**src/rtl/fifo_drain_ctrl.sv**
```systemverilog
// Read-side burst controller for the 64-entry byte FIFO: pops in bursts and streams the bytes
// on a valid/ready interface through a 2-entry skid buffer that hides the FIFO read latency.
module fifo_drain_ctrl #(
  parameter int unsigned BURST_LEN = 8,
  parameter int unsigned TIMEOUT   = 16
) (
  input  logic        clk,
  input  logic        rst,
  input  logic        enable,
  input  logic [7:0]  buf_out,
  input  logic        buf_empty,
  input  logic [7:0]  fifo_counter,
  output logic        rd_en,
  output logic [7:0]  m_data,
  output logic        m_valid,
  input  logic        m_ready,
  output logic        m_last,
  output logic        busy,
  output logic [15:0] burst_cnt
);

  localparam int unsigned TW = (TIMEOUT > 0) ? $clog2(TIMEOUT + 1) : 1;
  localparam logic [TW-1:0] TimeoutVal = TW'(TIMEOUT);
  localparam logic [7:0]    BurstLen8  = 8'(BURST_LEN);
  localparam logic [6:0]    BurstLen7  = 7'(BURST_LEN);

  typedef enum logic [1:0] {StIdle, StRead, StDrain} state_e;

  state_e        state_q, state_d;
  logic [6:0]    rem_q, rem_d;
  logic [TW-1:0] timer_q, timer_d;
  logic          inflight_q, inflight_d;
  logic          inflight_last_q, inflight_last_d;
  logic [1:0]    occ_q, occ_d;
  logic [7:0]    data0_q, data0_d, data1_q, data1_d;
  logic          last0_q, last0_d, last1_q, last1_d;
  logic          busy_q, busy_d;
  logic [15:0]   burst_cnt_q, burst_cnt_d;

  logic          xfer;
  logic [2:0]    pending;

  assign m_valid   = (occ_q != 2'd0);
  assign m_data    = data0_q;
  assign m_last    = last0_q;
  assign busy      = busy_q;
  assign burst_cnt = burst_cnt_q;
  assign xfer      = m_valid && m_ready;

  // Entries that will still be held after this cycle: buffered plus in flight, minus the one
  // leaving now. Keeping this below 2 guarantees a slot for the byte this pop returns.
  assign pending = 3'(occ_q) + 3'(inflight_q) - 3'(xfer);
  assign rd_en   = (state_q == StRead) && !buf_empty && (rem_q != 7'd0) && (pending < 3'd2);

  always_comb begin
    occ_d           = occ_q;
    data0_d         = data0_q;
    last0_d         = last0_q;
    data1_d         = data1_q;
    last1_d         = last1_q;
    inflight_d      = rd_en;
    inflight_last_d = rd_en && (rem_q == 7'd1);
    case ({inflight_q, xfer})
      2'b11: begin
        if (occ_q == 2'd2) begin
          data0_d = data1_q;
          last0_d = last1_q;
          data1_d = buf_out;
          last1_d = inflight_last_q;
        end else begin
          data0_d = buf_out;
          last0_d = inflight_last_q;
        end
      end
      2'b10: begin
        if (occ_q == 2'd0) begin
          data0_d = buf_out;
          last0_d = inflight_last_q;
        end else begin
          data1_d = buf_out;
          last1_d = inflight_last_q;
        end
        occ_d = occ_q + 2'd1;
      end
      2'b01: begin
        data0_d = data1_q;
        last0_d = last1_q;
        occ_d   = occ_q - 2'd1;
      end
      default: ;
    endcase
  end

  always_comb begin
    state_d     = state_q;
    rem_d       = rem_q - 7'(rd_en);
    timer_d     = '0;
    burst_cnt_d = burst_cnt_q;
    unique case (state_q)
      StIdle: begin
        if (enable && (fifo_counter >= BurstLen8)) begin
          rem_d   = BurstLen7;
          state_d = StRead;
        end else if (enable && (TIMEOUT != 0) && (timer_q == TimeoutVal) && !buf_empty) begin
          rem_d   = fifo_counter[6:0];
          state_d = StRead;
        end else if (!buf_empty) begin
          timer_d = (timer_q == TimeoutVal) ? timer_q : timer_q + TW'(1);
        end
      end
      StRead: begin
        if (rem_q == 7'd0) state_d = StDrain;
      end
      StDrain: begin
        if (xfer && m_last) begin
          burst_cnt_d = burst_cnt_q + 16'd1;
          state_d     = StIdle;
        end
      end
      default: state_d = StIdle;
    endcase
    busy_d = (state_d != StIdle);
  end

  always_ff @(posedge clk) begin
    if (rst) begin
      state_q         <= StIdle;
      rem_q           <= '0;
      timer_q         <= '0;
      inflight_q      <= 1'b0;
      inflight_last_q <= 1'b0;
      occ_q           <= '0;
      data0_q         <= '0;
      last0_q         <= 1'b0;
      data1_q         <= '0;
      last1_q         <= 1'b0;
      busy_q          <= 1'b0;
      burst_cnt_q     <= '0;
    end else begin
      state_q         <= state_d;
      rem_q           <= rem_d;
      timer_q         <= timer_d;
      inflight_q      <= inflight_d;
      inflight_last_q <= inflight_last_d;
      occ_q           <= occ_d;
      data0_q         <= data0_d;
      last0_q         <= last0_d;
      data1_q         <= data1_d;
      last1_q         <= last1_d;
      busy_q          <= busy_d;
      burst_cnt_q     <= burst_cnt_d;
    end
  end

endmodule

```
**config.mk**
```make
export PLATFORM = sky130hd
export DESIGN_NAME = fifo_drain_ctrl
export DESIGN_NICKNAME = d
export VERILOG_FILES = /design/src/rtl/fifo_drain_ctrl.sv
export SDC_FILE = /design/constraint.sdc
export NUM_CORES = 1
export LEC_CHECK = 0
export CAP_MARGIN = 40
export CORE_MARGIN = 4
export CORE_UTILIZATION = 50
export DETAILED_ROUTE_END_ITERATION = 6
export PLACE_DENSITY = 0.78
export SLEW_MARGIN = 25
export SYNTH_ARGS = -nofsm -noshare
export SYNTH_HDL_FRONTEND = slang
export SYNTH_SLANG_ARGS = --single-unit
```
**constraint.sdc**
```tcl
create_clock -name clk -period 7.8 [get_ports clk]
set_input_delay 0.78 -clock clk [delete_from_list [all_inputs] [get_ports clk]]
set_output_delay 0.78 -clock clk [all_outputs]
set_load 0.01 [all_outputs]
```
==> metrics.log <==
[metrics] initial antenna violation count: 0
[metrics] post-route clock period utilization: 0.561
[metrics] DP Worst Slack: roughly 3.4 ns
[metrics] worst hold slack: 0.459 ns
[metrics] clock-pin transition on the worst setup and hold timing paths: roughly 0.090 ns
[metrics] endpoint class of the critical path: output port
[metrics] share of post-route cells with drive strength above 1: 0.0429
[metrics] Syn Std Cell Area: around 2500 um2
[metrics] pin count of the biggest net entering global routing: slightly above 40
[metrics] total half-perimeter wirelength after legalization and detailed placement: about 3.7 mm
[metrics] H-tree Lvls: 2
[metrics] fill cell count: 429
[metrics] met3 wire len: ~250 um
[metrics] DIE AREA: just over 6000 um2
[metrics] top routing layer in use: met4
[metrics] arrival time of data at the critical path endpoint: between 3 and 4 ns
[metrics] achievable clock frequency: between 200 and 250 MHz
[metrics] max-slew violation total from the final report: 0
[metrics] number of buffers and inverters on the critical path: 4
[metrics] average wire per cell in the routed design: 13.1 um
[metrics] Root Buffer: clkbuf_8
[metrics] Detail Route met2 WL: around 2.4 mm
[metrics] post-synthesis instance total: 277
[metrics] clock tree from TritonCTS: done
[metrics] number of buffers added on ports: 48
[metrics] relative slew slack: 0.572
[metrics] maximum root-to-sink buffer count: 2
[metrics] number of nets in the layout: between 300 and 400
[metrics] prevailing post-synth register cell: dfxtp_1
[metrics] element type at the critical path start: input pin
[metrics] CP required: about 7 ns
[metrics] residual DRC count: 0
[metrics] area fraction of the dominant cell type after synthesis: 0.430
[metrics] part of the total power dissipated in combinational logic: 0.097
[metrics] Antenna diodes: 0
[metrics] CTS buffer count: 5
[metrics] Reg power frac: 0.544
[metrics] synthesized-area fraction occupied by xor and xnor cells: 0.0568
[metrics] core footprint: 4750 um2
[metrics] number of enable-type register cells in the synthesized netlist: 0
[metrics] average footprint of a synthesized cell: between 8 and 9 um2
[metrics] sw frac: 0.228
[metrics] setup violation total in the final timing report: 0
[metrics] hold buffer count at CTS: 0
[metrics] top post-synthesis cells by area: dfxtp_1 43%, mux2i_1 5.3%, nor2_1 4.9%, a21oi_1 3.9%, ha_1 3.5%
[metrics] routed wire length: about 5 mm
[metrics] final weighted congestion in routability-driven placement: approximately 0.86
[metrics] via density per instance: roughly 5.4
[metrics] adder and majority gate portion of the synthesized area: 0.0436
[metrics] Max-Cap Viols: 0
[metrics] maximum VDD drop: 0.0000877 V
[metrics] buffers inserted by post-CTS timing repair: 0
[metrics] cell chain of the critical path: clkdlybuf4s50_1 > inv_1 > nor2_1 > o21ai_0 > fa_1 > xor2_1 > or4b_2 > inv_1 > clkdlybuf4s50_1
[metrics] Clk Latency, worst-skew pair: 0.30 ns
[metrics] number of clock sinks seen by CTS: 53
[metrics] largest area contributor in the synthesized netlist: dfxtp_1
[metrics] via count of the first global-routing pass: slightly below 2000
[metrics] iteration count of the initial detailed-routing pass: 4
[metrics] leakage power: between 0.001 and 0.0015 uW
[metrics] actual transition at the worst max-transition pin: about 0.64 ns
[metrics] Resized cells post-CTS: 0
[metrics] number of warnings reported in the yosys synthesis log: 0
[metrics] number of top-level pins: 49
[metrics] area fraction in compound gates after synthesis: 0.163
[metrics] Final Instance Count excl. Fillers: just under 400
[metrics] # placed instances: a little under 400
[metrics] Area growth syn-to-layout: 26.4%
[metrics] most numerous cell types in the synthesized netlist: 53 x dfxtp_1, 32 x nor2_1, 19 x a21oi_1
[metrics] placed cell areas: approximately 3000 um2
[metrics] asr flop ratio synth: 0
[metrics] unrepaired setup endpoints after global routing: no
[metrics] setup TNS after final layout: 0 ns
[metrics] first-pass GRT wire length: just under 9 mm
[metrics] number of antenna-violating nets in the routed design: 0
[metrics] crit path kind: in2out
[metrics] synthesized net count: 306
[metrics] die boundary height: approximately 78 um
[metrics] final std cell area, no fill: between 3000 and 4000 um2
[metrics] floorplan die width: 78.3 um
[metrics] maximum fanout count along the critical path: 5
[metrics] min cycle time layout: between 4 and 5 ns
[metrics] count of routing violations after the opening detailed-route iteration: about 120
[metrics] switching component of the power: 118 uW
[metrics] mux share of post-synthesis cell area: 0.0573
[metrics] library cell with the highest instance count after synthesis: dfxtp_1
[metrics] sequential element share of the synthesized area: 0.430
[metrics] simple logic cell fraction of the synthesized area: 0.213
[metrics] Power Dens Cells: between 150 and 200 nW/um2
[metrics] PnR worst setup slack: about 3.4 ns
[metrics] total grt overflow: 0
[metrics] initial core utilization: 0.519
[metrics] CP peak stage delay: around 0.68 ns
[metrics] cell with the largest stage delay on the worst path: or4b_2
[metrics] number of register bits inferred by synthesis: 53
[metrics] largest family of logic cells by synthesized area: simple AND/OR/NAND/NOR gates
[metrics] number of distinct standard cells referenced by the synthesized netlist: between 50 and 60
[metrics] GRT Overall Usage: 0.174
[metrics] sum of routed wire segments on met1: ~2.5 mm
[metrics] Fin Clk Skew: ~0.013 ns
[metrics] number of rows in the core area: 25
[metrics] internal power: approximately 400 uW
[metrics] number of vias after detailed routing: about 2100
[metrics] clock network power share: 0.359
[metrics] outcome: finished, final reports clean
[metrics] class of the tightest hold or removal check: reg2reg
[metrics] final hold violation count: 0
[metrics] crit-path leading delay family: buffers and inverters
[cells in the final DEF (no fill, tap or decap), types with 2 or more instances in the layout]
master / synthesis / final
nand2_1: 17 / 17
or4_1: 6 / 6
clkbuf_8: 0 / 5
clkdlybuf4s50_1: 0 / 48
or3_1: 10 / 10
and2_1: 2 / 2
nor2b_1: 3 / 3
o2bb2ai_1: 3 / 3
o31ai_1: 4 / 4
a221oi_1: 2 / 2
nand4_1: 5 / 5
dfxtp_1: 53 / 53
o21ai_0: 16 / 16
a21oi_1: 19 / 19
nor2_1: 32 / 32
a22o_1: 2 / 2
xnor2_1: 8 / 8
nor4_1: 4 / 4
nand3_1: 7 / 7
xor2_1: 8 / 8
mux2i_1: 13 / 13
buf_4: 1 / 2
inv_1: 12 / 12
ha_1: 7 / 7
nor3_1: 2 / 2
nand3b_1: 2 / 2
nor3b_1: 2 / 2
a22oi_1: 7 / 7
[stage by stage]
step                      power (uW)  utilization
final                            516        0.656
after global routing             541        0.656
after CTS                        521        0.656
after detailed placement         337        0.633
after global placement           337        0.633
after floorplan                  314            -
[registers in the layout (all words and copies together) (netlist names)]
name / cells
inflight_q: 1
timer_q: 5
occ_q: 2
m_last: 1
last1_q: 1
data1_q: 8
m_data: 8
inflight_last_q: 1
state_q: 2
burst_cnt: 16
busy: 1
rem_q: 7
[cell type report]
cell class	count	area (um2)	area share
multi-input combinational	202	1320	0.423
clock buffer	6	72.6	0.0233
timing repair buffer	50	495	0.159
tap	67	83.8	0.0269
sequential	53	1060	0.340
inverter	13	48.8	0.0156
clock inverter	2	38.8	0.0124
[tightest hold or removal path, stage by stage (launching register included)]
cell and delay [ns]:
dfxtp_1 0.33, nand2_1 0.04, o21ai_0 0.05
[logic make-up (layout without fill, tap and decap cells)]
| kind of cell | after synthesis | after routing |
|---|---|---|
| adders and majority gates | 8 | 8 |
| buffers and inverters | 22 | 71 |
| and+or+nand+nor | 101 | 101 |
| muxes | 14 | 14 |
| xor gates and xnor gates | 16 | 16 |
| AOI/OAI and AO/OA | 63 | 63 |
| DFF | 53 | 53 |
[layer usage]
metal / up-vias / GRT usage
met3: 7 / 0.0390
met2: 51 / 0.289
met4: 0 / 0.0455
met5: - / 0
li1: 1093 / -
met1: 975 / 0.229
[power groups by stage]
stage	Sequential (uW)	Clock, uW	Combinational, uW
after floorplan	287	0	27.6
after global placement	287	0	49.6
after detailed placement	287	0	50.1
after CTS	281	190	50.5
after global routing	282	204	55.5
final	281	185	50.1
[worst paths after layout]
kind                           from                endpoint  slack, ns  cells past startpoint
min          m_data[4]$_SDFFE_PP0P_  m_data[4]$_SDFFE_PP0P_       0.46                      2
max reg2reg   occ_q[1]$_SDFFE_PP0N_     rem_q[6]$_SDFF_PP0_       4.22                     12
min reg2reg  m_data[4]$_SDFFE_PP0P_  m_data[4]$_SDFFE_PP0P_       0.46                      2
max                         m_ready                   rd_en       3.42                      9
Note: power is estimated with default switching activity, not from simulation.
